**config.mk**
```make
export PLATFORM = sky130hd
export DESIGN_NAME = xsleena_rom_loader
export DESIGN_NICKNAME = d
export VERILOG_FILES = /design/src/rtl/xsleena_rom_pkg.sv /design/src/rtl/xsleena_rom_region_dec.sv /design/src/rtl/xsleena_rom_loader.sv
export SDC_FILE = /design/constraint.sdc
export NUM_CORES = 1
export LEC_CHECK = 0
export ABC_AREA = 1
export BUFFER_PORTS_ARGS = -buffer_cell sky130_fd_sc_hd__buf_2
export CORE_UTILIZATION = 53
export CTS_CLUSTER_DIAMETER = 120
export DETAILED_ROUTE_END_ITERATION = 16
export MAX_ROUTING_LAYER = met4
export PLACE_DENSITY_LB_ADDON = 0.12
export SYNTH_ARGS = -nofsm -noshare
export SYNTH_HDL_FRONTEND = slang
export SYNTH_SLANG_ARGS = --single-unit
```
**constraint.sdc**
```tcl
create_clock -name clk -period 2.1 [get_ports clk]
set_clock_uncertainty 0.05 [all_clocks]
set_input_delay 0 -clock clk [delete_from_list [all_inputs] [get_ports clk]]
set_output_delay 0 -clock clk [all_outputs]
set_load 0.01 [all_outputs]
```
**src/rtl/xsleena_rom_pkg.sv**
```systemverilog
// Shared definitions for the Xain'd Sleena ROM download loader:
// loader state encoding and the ROM region map (base/size per region).
package xsleena_rom_pkg;

  localparam int unsigned ADDR_W      = 25;
  localparam int unsigned OFFS_W      = 20;
  localparam int unsigned MAX_REGIONS = 8;

  typedef enum logic [1:0] {
    IDLE  = 2'd0,
    ARMED = 2'd1,
    WRITE = 2'd2,
    DONE  = 2'd3
  } ld_state_e;

  // Region base address in the download image. Indices past the table
  // return a zero-sized region and therefore never match.
  function automatic logic [ADDR_W-1:0] region_base(input int unsigned idx);
    case (idx)
      0:       return 25'h000000;  // main CPU program
      1:       return 25'h010000;  // sub CPU program
      2:       return 25'h020000;  // sound CPU program
      3:       return 25'h030000;  // MAP tile ROM
      4:       return 25'h038000;  // character ROM
      5:       return 25'h040000;  // sprite ROM
      6:       return 25'h060000;  // background tile ROM
      7:       return 25'h080000;  // MCU / PROMs
      default: return '0;
    endcase
  endfunction

  function automatic logic [ADDR_W-1:0] region_size(input int unsigned idx);
    case (idx)
      0:       return 25'h010000;
      1:       return 25'h010000;
      2:       return 25'h010000;
      3:       return 25'h008000;
      4:       return 25'h008000;
      5:       return 25'h020000;
      6:       return 25'h020000;
      7:       return 25'h010000;
      default: return '0;
    endcase
  endfunction

endpackage

```
**src/rtl/xsleena_rom_region_dec.sv**
```systemverilog
// Combinational region decoder: maps an absolute download address to a
// one-hot region select and the byte offset inside that region.
module xsleena_rom_region_dec
  import xsleena_rom_pkg::*;
#(
  parameter int unsigned REGIONS = 8
) (
  input  logic [ADDR_W-1:0]  addr_i,
  output logic               hit_o,
  output logic [REGIONS-1:0] onehot_o,
  output logic [OFFS_W-1:0]  offset_o
);

  // First matching region in ascending index order wins on overlap.
  always_comb begin
    hit_o    = 1'b0;
    onehot_o = '0;
    offset_o = '0;
    for (int unsigned i = 0; i < REGIONS; i++) begin
      if (!hit_o && (addr_i >= region_base(i)) &&
          ({1'b0, addr_i} < ({1'b0, region_base(i)} + {1'b0, region_size(i)}))) begin
        hit_o       = 1'b1;
        onehot_o[i] = 1'b1;
        offset_o    = OFFS_W'(addr_i - region_base(i));
      end
    end
  end

endmodule

```
**src/rtl/xsleena_rom_loader.sv**
```systemverilog
// Download-to-BRAM loader: accepts bytes from the host download port,
// routes each to its ROM region and holds the write strobe WR_HOLD cycles.
module xsleena_rom_loader
  import xsleena_rom_pkg::*;
#(
  parameter int unsigned WR_HOLD = 2,
  parameter int unsigned REGIONS = 8
) (
  input  logic               clk,
  input  logic               reset,
  input  logic               dl_en,
  input  logic               dl_wr,
  input  logic [24:0]        dl_addr,
  input  logic [7:0]         dl_data,
  output logic               dl_wait,
  output logic               bram_wr,
  output logic [19:0]        bram_addr,
  output logic [7:0]         bram_data,
  output logic [REGIONS-1:0] bram_cs,
  output logic               done,
  output logic               err_unmapped,
  output logic               err_overrun,
  output logic [7:0]         checksum
);

  ld_state_e          state_q, state_d;
  logic [2:0]         hold_q, hold_d;
  logic [19:0]        addr_q, addr_d;
  logic [7:0]         data_q, data_d;
  logic [REGIONS-1:0] cs_q, cs_d;
  logic [7:0]         csum_q, csum_d;
  logic               wrote_q, wrote_d;
  logic               eunm_q, eunm_d;
  logic               eovr_q, eovr_d;

  logic               dec_hit;
  logic [REGIONS-1:0] dec_onehot;
  logic [19:0]        dec_offset;

  xsleena_rom_region_dec #(
    .REGIONS (REGIONS)
  ) u_dec (
    .addr_i   (dl_addr),
    .hit_o    (dec_hit),
    .onehot_o (dec_onehot),
    .offset_o (dec_offset)
  );

  // State and datapath registers with synchronous reset.
  always_ff @(posedge clk) begin
    if (reset) begin
      state_q <= IDLE;
      hold_q  <= '0;
      addr_q  <= '0;
      data_q  <= '0;
      cs_q    <= '0;
      csum_q  <= '0;
      wrote_q <= 1'b0;
      eunm_q  <= 1'b0;
      eovr_q  <= 1'b0;
    end else begin
      state_q <= state_d;
      hold_q  <= hold_d;
      addr_q  <= addr_d;
      data_q  <= data_d;
      cs_q    <= cs_d;
      csum_q  <= csum_d;
      wrote_q <= wrote_d;
      eunm_q  <= eunm_d;
      eovr_q  <= eovr_d;
    end
  end

  // Next-state logic: session start clears status, ARMED accepts bytes,
  // WRITE counts down the strobe hold and folds the byte into the checksum.
  always_comb begin
    state_d = state_q;
    hold_d  = hold_q;
    addr_d  = addr_q;
    data_d  = data_q;
    cs_d    = cs_q;
    csum_d  = csum_q;
    wrote_d = wrote_q;
    eunm_d  = eunm_q;
    eovr_d  = eovr_q;
    case (state_q)
      IDLE, DONE: begin
        if (dl_en) begin
          state_d = ARMED;
          csum_d  = '0;
          wrote_d = 1'b0;
          eunm_d  = 1'b0;
          eovr_d  = 1'b0;
        end
      end
      ARMED: begin
        if (!dl_en) begin
          state_d = wrote_q ? DONE : IDLE;
        end else if (dl_wr) begin
          if (dec_hit) begin
            state_d = WRITE;
            addr_d  = dec_offset;
            data_d  = dl_data;
            cs_d    = dec_onehot;
            hold_d  = 3'(WR_HOLD - 1);
          end else begin
            eunm_d = 1'b1;
          end
        end
      end
      WRITE: begin
        if (dl_wr) eovr_d = 1'b1;
        if (hold_q == '0) begin
          csum_d  = csum_q + data_q;
          wrote_d = 1'b1;
          cs_d    = '0;
          state_d = dl_en ? ARMED : DONE;
        end else begin
          hold_d = hold_q - 3'd1;
        end
      end
      default: state_d = IDLE;
    endcase
  end

  // Bus outputs are gated by WRITE so they read zero whenever no strobe is live.
  always_comb begin
    bram_wr      = (state_q == WRITE);
    dl_wait      = bram_wr;
    bram_addr    = bram_wr ? addr_q : '0;
    bram_data    = bram_wr ? data_q : '0;
    bram_cs      = cs_q;
    done         = (state_q == DONE);
    err_unmapped = eunm_q;
    err_overrun  = eovr_q;
    checksum     = csum_q;
  end

endmodule

```
==> summary.md, run 1 <==
| Metric | Value |
|---|---|
| Effective utilization at floorplan | `55.5%` |
| Pin count of the biggest net entering global routing | `35` |
| Internal power consumption | `1.39 mW` |
| Per-cell routed wire length | `12.1 µm` |
| Floorplan core area | `5540 µm²` |
| Capture point of the critical path | `bram_cs[5]$_SDFFE_PP0P_` |
| Post-detailed-route DRC marker count | `0` |
| Cell Pwr Density | `501 nW/µm²` |
| Fraction of synthesis flops using an asynchronous set or reset pin | `0%` |
| Cell area after synthesis | `3070 µm²` |
| Iter 0 DRT Violations | `175` |
| Vertical die dimension | `78.2 µm` |
| Wire length of the first global-routing pass | `13.0 mm` |
| Post-CTS clock slew at the launch and capture registers of the worst setup and hold paths | `0.10 ns` |
| Run status | `completed` |
| Final period utilization | `90.3%` |
| Maximum buffer depth of the clock tree | `2` |
| Drt via density | `5.03` |
| Share of post-route cells with drive strength above 1 | `21.8%` |
| Delay of the slowest critical-path stage | `0.40 ns` |
| Unrepaired setup endpoints after global routing | `false` |
| Die width | `78.2 µm` |
| Total length of routed wires | `7.69 mm` |
| Worst Setup Path Type | `flip-flop to flip-flop` |
| # rows | `27` |
| Reg-to-Reg Start | `state_q[0]$_SDFFE_PP0P_` |
| # nets final | `622` |
| Weighted congestion at the end of routability-driven global placement | `0.937` |
| Worst-Skew Late Latency | `0.30 ns` |
| Static Leak | `2.13 nW` |
| Clk root buf | `sky130_fd_sc_hd__clkbuf_8` |
| Sequential-to-total area share from yosys stat | `33.9%` |
| Worst EP arrival | `2.03 ns` |
| Remaining number of nets flagged by the antenna check after routing | `0` |
| Tmin final | `1.90 ns` |
| Sw power | `0.574 mW` |
| Switching Fraction | `29.2%` |
| Type of destination of the critical path | `flip-flop` |
| Count of buffers added by post-CTS timing repair for setup | `0` |
| CTS H-Tree Depth | `2` |
| Non-filler instance count after layout | `636` |
| Clock Power Share | `29.7%` |
| Critical R2R Capture | `bram_cs[5]$_SDFFE_PP0P_` |
| Transition at the pin with the smallest max-transition slack | `0.493 ns` |
| Initial antenna violation count | `0` |
| Master of the slowest instance on the critical path | `sky130_fd_sc_hd__dfxtp_1` |
| Most frequently used flop master after synthesis | `sky130_fd_sc_hd__dfxtp_1` |
| Worst hold path type | `input port to flip-flop` |
| Combinational cell fraction of total power | `18.6%` |
| Sequential share of power | `51.7%` |
| Area added between synthesis and finish | `27.6%` |
| Setup_tns | `0 ns` |
| Final hold vios | `0` |
| Min Hold Slack | `0.0393 ns` |
| Depth of the worst register-to-register path | `8` |
| Die area | `6110 µm²` |
| Number of buffers created by CTS | `5` |
| Util after Layout | `70.8%` |
| MaxCap Viol Count | `0` |
| Clk sink count | `52` |
| Launch point of the worst path | `state_q[0]$_SDFFE_PP0P_` |
| Register-to-register setup slack | `0.20 ns` |
| Max_slew headroom | `67.1%` |
| I/O pin count | `86` |
| Number of input and output port buffers inserted | `85` |
| Max Fclk | `527 MHz` |
| Number of distinct library cell variants in the gate-level netlist after synthesis | `35` |
| Maximum vdd ir drop | `0.303 mV` |
| Detailed-routing iteration count for the pre-antenna-repair pass | `4` |
| Clock tree from TritonCTS | `done` |
| Critical Path Source Type | `flip-flop` |
| Final count of pins violating max slew | `0` |
| Worst-path cell chain | `inv_1 > ha_1 > inv_2 > nor2_1 > a211oi_1 > nand2_2 > a21oi_1 > nor3_1` |
| Average instance area after synthesis | `6.80 µm²` |
| Antenna Cells | `0` |
| Final-report setup violation count | `0` |
| Post-Synthesis Net Count | `511` |
| Leftover overflow at the end of global routing | `0` |
| Number of instances in the synthesized netlist | `452` |
| Critical path required time | `2.24 ns` |
| Worst-path maximum fanout | `8` |
| Number of synthesized flops with an enable pin | `0` |
| Synth Warn # | `0` |
| Detailed-route via count | `3202` |
| Number of placed instances with taps included | `603` |
| Via count of the first global-routing pass | `3052` |
| Post-synthesis sequential element count | `52` |
| All-layer global routing usage | `26.7%` |
| HPWL after DPL | `5.32 mm` |
==> what timing repair did <==
action / in CTS / in global routing
hold endpoints to repair: 25 / 0
hold buffers: 25 / 0
gates resized for setup: 0 / 1
setup endpoints to repair: 0 / 1
==> stage by stage <==
| stage | cell area, µm² | power (mW) | setup slack (ns) |
|---|---|---|---|
| 6_report | 3920 | 1.97 | 0.203 |
| 5_1_grt | 3920 | 2.06 | 0.0386 |
| 4_1_cts | 3920 | 1.97 | 0.168 |
| 3_5_place_dp | 3580 | 1.36 | 0.201 |
| 3_3_place_gp | 3580 | 1.36 | 0.285 |
| 2_1_floorplan | 3070 | 1.25 | 0.367 |
==> critical path, delay by kind of cell (launching register included) <==
| kind | cells | cell delay (ns) |
|---|---|---|
| AO/OA/AOI/OAI | 2 | 0.45 |
| AND/OR/NAND/NOR | 3 | 0.34 |
| adder cells (fa/ha/maj) | 1 | 0.29 |
| buffers and inverters | 2 | 0.24 |
| flip-flops | 1 | 0.40 |
==> cell usage in the layout (no fill, tap or decap), types with 3 or more instances in the layout <==
master / n
sky130_fd_sc_hd__nand2_1: 104
sky130_fd_sc_hd__buf_2: 85
sky130_fd_sc_hd__inv_1: 61
sky130_fd_sc_hd__dfxtp_1: 52
sky130_fd_sc_hd__nor2_1: 51
sky130_fd_sc_hd__a21oi_1: 49
sky130_fd_sc_hd__o21ai_0: 26
sky130_fd_sc_hd__dlygate4sd3_1: 25
sky130_fd_sc_hd__ha_1: 21
sky130_fd_sc_hd__nand3_1: 20
sky130_fd_sc_hd__buf_4: 10
sky130_fd_sc_hd__nand4_1: 9
sky130_fd_sc_hd__xor2_1: 6
sky130_fd_sc_hd__inv_2: 5
sky130_fd_sc_hd__clkbuf_8: 5
sky130_fd_sc_hd__nor2_2: 4
sky130_fd_sc_hd__nor3_1: 3
sky130_fd_sc_hd__nand3b_1: 3
sky130_fd_sc_hd__o21ai_1: 3
==> layer usage <==
layer	GRT usage, %	vias to the layer above	share of wire, %
li1	-	1659	-
met1	31.3	1458	46
met2	46.7	77	49
met3	4.65	8	3.9
met4	7.78	0	1.1
met5	-	-	0
==> flip-flops by register name, indices dropped and copies added, names as in the netlist <==
signal and count:
bram_cs 8, err_overrun 1, addr_q 20, state_q 2
wrote_q 1, checksum 8, err_unmapped 1, data_q 8
hold_q 3
==> cells by family after synthesis <==
| logic type | count (synthesis) | synth area share [%] |
|---|---|---|
| adders and majority gates | 22 | 9.20 |
| AOI/OAI and AO/OA | 83 | 14.1 |
| DFF | 52 | 33.9 |
| buffers and inverters | 83 | 10.9 |
| xor gates and xnor gates | 6 | 1.71 |
| and+or+nand+nor | 206 | 30.2 |
==> power by group through the flow <==
stage                     Sequential (mW)  Clock [mW]  Combinational [mW]
after floorplan                      1.04           0               0.211
after global placement               1.04           0               0.318
after detailed placement             1.04           0               0.323
after CTS                            1.02       0.595               0.360
after global routing                 1.02       0.631               0.410
final                                1.02       0.584               0.365
==> cell usage after synthesis (5+ instances only) <==
library cell | number | area [µm²]
sky130_fd_sc_hd__nand2_1 | 105 | 394
sky130_fd_sc_hd__inv_1 | 61 | 229
sky130_fd_sc_hd__dfxtp_1 | 52 | 1040
sky130_fd_sc_hd__nor2_1 | 51 | 191
sky130_fd_sc_hd__a21oi_1 | 49 | 245
sky130_fd_sc_hd__o21ai_0 | 26 | 130
sky130_fd_sc_hd__ha_1 | 21 | 263
sky130_fd_sc_hd__nand3_1 | 20 | 100
sky130_fd_sc_hd__nand4_1 | 9 | 56.3
sky130_fd_sc_hd__clkbuf_1 | 8 | 30.0
sky130_fd_sc_hd__xor2_1 | 6 | 52.6
sky130_fd_sc_hd__inv_2 | 5 | 18.8
==> cell type report <==
cell class | instances | area, µm²
clock buffer | 5 | 68.8
clock inverter | 3 | 21.3
fill | 503 | 1620
inverter | 67 | 251
multi-input combinational | 317 | 1700
sequential | 52 | 1040
tap | 72 | 90.1
timing repair buffer | 120 | 751
==> worst min path at each step <==
stage                     depth (start not counted)                 endpoint  slack [ns]         from
after floorplan                                   2   addr_q[0]$_SDFFE_PP0P_        0.08   dl_addr[0]
after global placement                            3  addr_q[11]$_SDFFE_PP0P_        0.17  dl_addr[11]
after detailed placement                          3   addr_q[9]$_SDFFE_PP0P_        0.18   dl_addr[9]
after CTS                                         3  addr_q[16]$_SDFFE_PP0P_        0.03  dl_addr[16]
after global routing                              3  addr_q[16]$_SDFFE_PP0P_        0.06  dl_addr[16]
final                                             3  addr_q[16]$_SDFFE_PP0P_        0.04  dl_addr[16]
No activity file was read; power rests on OpenSTA's default activity.
==> run 2, diff against run 1 <==
--- a/config.mk
+++ b/config.mk
@@ -7,11 +7,12 @@
 export LEC_CHECK = 0
 export ABC_AREA = 1
 export BUFFER_PORTS_ARGS = -buffer_cell sky130_fd_sc_hd__buf_2
-export CORE_UTILIZATION = 53
+export CORE_UTILIZATION = 57
 export CTS_CLUSTER_DIAMETER = 120
 export DETAILED_ROUTE_END_ITERATION = 16
 export MAX_ROUTING_LAYER = met4
 export PLACE_DENSITY_LB_ADDON = 0.12
+export REMOVE_ABC_BUFFERS = 1
 export SYNTH_ARGS = -nofsm -noshare
 export SYNTH_HDL_FRONTEND = slang
 export SYNTH_SLANG_ARGS = --single-unit
==> constraint.sdc (replaced) <==
create_clock -name clk -period 2.4 [get_ports clk]
set_clock_uncertainty 0.05 [all_clocks]
set_input_delay 0 -clock clk [delete_from_list [all_inputs] [get_ports clk]]
set_output_delay 0 -clock clk [all_outputs]
set_load 0.01 [all_outputs]
==> summary.md, run 2 (synthesized netlist as in run 1, its figures left out) <==
| Metric | Value |
|---|---|
| Run status | `completed` |
| CTS H-Tree Depth | `2 (unchanged)` |
| Number of instances resized during post-cts repair | `0 (unchanged)` |
| Die width | `75.4 µm (-3.5%)` |
| Post-CTS clock slew at the launch and capture registers of the worst setup and hold paths | `0.10 ns (about the same)` |
| Internal power consumption | `1.21 mW (-13%)` |
| Setup_tns | `0 ns (unchanged)` |
| Number of placed instances with taps included | `594 (-1.5%)` |
| Detailed-route via count | `3252 (+1.6%)` |
| Critical Path Source Type | `flip-flop` |
| Pin count of the biggest net entering global routing | `35 (unchanged)` |
| Post-detailed-route DRC marker count | `0 (unchanged)` |
| Per-cell routed wire length | `12.5 µm (+3.6%)` |
| Worst Setup Path Type | `flip-flop to flip-flop` |
| Tmin final | `2.10 ns (+0.201 ns)` |
| Cts hold-fix bufs | `25 (unchanged)` |
| Antenna Cells | `0 (unchanged)` |
| Area added between synthesis and finish | `25.9%` |
| Non-filler instance count after layout | `627 (-1.4%)` |
| Unrepaired setup endpoints after global routing | `false` |
| Clk sink count | `52 (unchanged)` |
| Maximum vdd ir drop | `0.337 mV (+11%)` |
| I/O pin count | `86 (unchanged)` |
| Util after Layout | `75.3% (+4.5 points)` |
| Setup ws final | `0.303 ns (+0.0993 ns)` |
| Final count of pins violating max slew | `0 (unchanged)` |
| Critical path required time | `2.55 ns (+0.31 ns)` |
| Placed Instance Area | `3530 µm² (-1.5%)` |
| Worst hold path type | `input port to flip-flop` |
| Type of destination of the critical path | `flip-flop` |
| Worst EP arrival | `2.25 ns (+0.22 ns)` |
| Clock Power Share | `31.0% (+1.3 points)` |
| Clock tree from TritonCTS | `done` |
| Final period utilization | `87.4% (-2.9 points)` |
| HPWL after DPL | `5.46 mm (+2.6%)` |
| Total length of routed wires | `7.85 mm (+2.1%)` |
| Floorplan core area | `5140 µm² (-7.2%)` |
| Post-layout instance area | `3870 µm² (-1.4%)` |
| Switching Fraction | `30.1% (+0.88 points)` |
| Leftover overflow at the end of global routing | `0 (unchanged)` |
| Highest-count cells in the layout ignoring fill and taps | `sky130_fd_sc_hd__nand2_1 (105), sky130_fd_sc_hd__buf_2 (85), sky130_fd_sc_hd__inv_1 (61), sky130_fd_sc_hd__dfxtp_1 (52), sky130_fd_sc_hd__nor2_1 (51)` |
| Most frequent standard cell in the layout excluding fill and tap cells | `sky130_fd_sc_hd__nand2_1` |
| # rows | `26 (-3.7%)` |
| Final-report setup violation count | `0 (unchanged)` |
| Cell Pwr Density | `449 nW/µm² (-10%)` |
| Worst-path maximum fanout | `25 (+17)` |
| Worst-Skew Late Latency | `0.32 ns (+0.02 ns)` |
| Design Power | `1.74 mW (-12%)` |
| Sw power | `0.523 mW (-9.0%)` |
| Storage element area | `1040 µm² (unchanged)` |
| Weighted congestion at the end of routability-driven global placement | `0.905 (-3.4%)` |
| Initial antenna violation count | `0 (unchanged)` |
| Number of input and output port buffers inserted | `85 (unchanged)` |
| Vertical die dimension | `75.4 µm (-3.5%)` |
| Max_slew headroom | `67.8% (+0.71 points)` |
| Combinational cell fraction of total power | `17.8% (-0.8 points)` |
| Effective utilization at floorplan | `59.8% (+4.3 points)` |
| Number of flip-flops in the largest register | `20 (unchanged)` |
| Register bank with the most flops | `addr_q` |
| Layout fillers | `437 (-13%)` |
| Detailed-routing iteration count for the pre-antenna-repair pass | `5 (+1)` |
| MaxCap Viol Count | `0 (unchanged)` |
| Clk root buf | `sky130_fd_sc_hd__clkbuf_8` |
| All-layer global routing usage | `29.2% (+2.5 points)` |
| Wire length of the first global-routing pass | `12.4 mm (-4.5%)` |
| Max Fclk | `477 MHz (-9.6%)` |
| Static Leak | `2.09 nW (-1.6%)` |
| Via count of the first global-routing pass | `2830 (-7.3%)` |
| Die area | `5690 µm² (-6.8%)` |
| Remaining number of nets flagged by the antenna check after routing | `0 (unchanged)` |
| Drt via density | `5.19 (+3.0%)` |
| Combined area of the multi-input logic cells | `1700 µm² (-0.15%)` |
| Final hold vios | `0 (unchanged)` |
| Count of buffers added by post-CTS timing repair for setup | `0 (unchanged)` |
| Transition at the pin with the smallest max-transition slack | `0.482 ns (-0.0107 ns)` |
| # nets final | `615 (-1.1%)` |
| Min Hold Slack | `0.0368 ns (-0.00248 ns)` |
| Number of buffers created by CTS | `5 (unchanged)` |
| Maximum buffer depth of the clock tree | `2 (unchanged)` |
| Worst-case setup slack after placement | `0.362 ns (+0.161 ns)` |
| Iter 0 DRT Violations | `212 (+21%)` |
| Share of post-route cells with drive strength above 1 | `20.6% (-1.2 points)` |
| Sequential share of power | `51.2% (-0.5 points)` |
==> run 2: cell count changes in the layout (fill, tap and decap cells not counted), sizes merged <==
cell / delta
clkinv: -1
buf: -7
inv: +1
==> run 2: routing by layer <==
layer,global-route usage [%],vias to the layer above,wire length [µm]
met2,47.4,89,3910
met5,-,-,0
met4,10.5,0,114
met1,36.5,1508,3500
met3,5.03,11,318
li1,-,1644,-
==> run 2: worst paths after layout <==
kind / startpoint / endpoint / slack, ns / cells past startpoint
setup / recovery: state_q[0]$_SDFFE_PP0P_ / hold_q[0]$_SDFFE_PP0P_ / 0.30 / 7
hold reg to reg: bram_cs[2]$_SDFFE_PP0P_ / bram_cs[2]$_SDFFE_PP0P_ / 0.42 / 2
setup reg to reg: state_q[0]$_SDFFE_PP0P_ / hold_q[0]$_SDFFE_PP0P_ / 0.30 / 7
hold / removal: dl_addr[16] / addr_q[16]$_SDFFE_PP0P_ / 0.04 / 3
==> run 2: area by class of cell <==
type | instances | share of cell area (%)
clock buffers | 5 | 1.78
clock inverters | 3 | 0.647
inverters | 67 | 6.50
multi-input cells | 317 | 43.9
flip-flops and latches | 52 | 26.9
well taps | 70 | 2.26
repair buffers | 113 | 18.0
==> run 2: worst max-delay path: stages, from the launching register on <==
cell,delay (ns)
sky130_fd_sc_hd__dfxtp_1,0.39
sky130_fd_sc_hd__inv_1,0.06
sky130_fd_sc_hd__ha_1,0.36
sky130_fd_sc_hd__buf_4,0.30
sky130_fd_sc_hd__a211oi_1,0.37
sky130_fd_sc_hd__nand2_1,0.20
sky130_fd_sc_hd__o21ai_0,0.19
sky130_fd_sc_hd__a21oi_1,0.05
==> run 2: power by group through the flow <==
stage / Sequential [mW] / Clock [mW] / Combinational [mW]
after floorplan: 0.910 / 0 / 0.172
after global placement: 0.908 / 0 / 0.264
after detailed placement: 0.910 / 0 / 0.272
after CTS: 0.890 / 0.548 / 0.305
after global routing: 0.893 / 0.573 / 0.342
final: 0.890 / 0.538 / 0.309
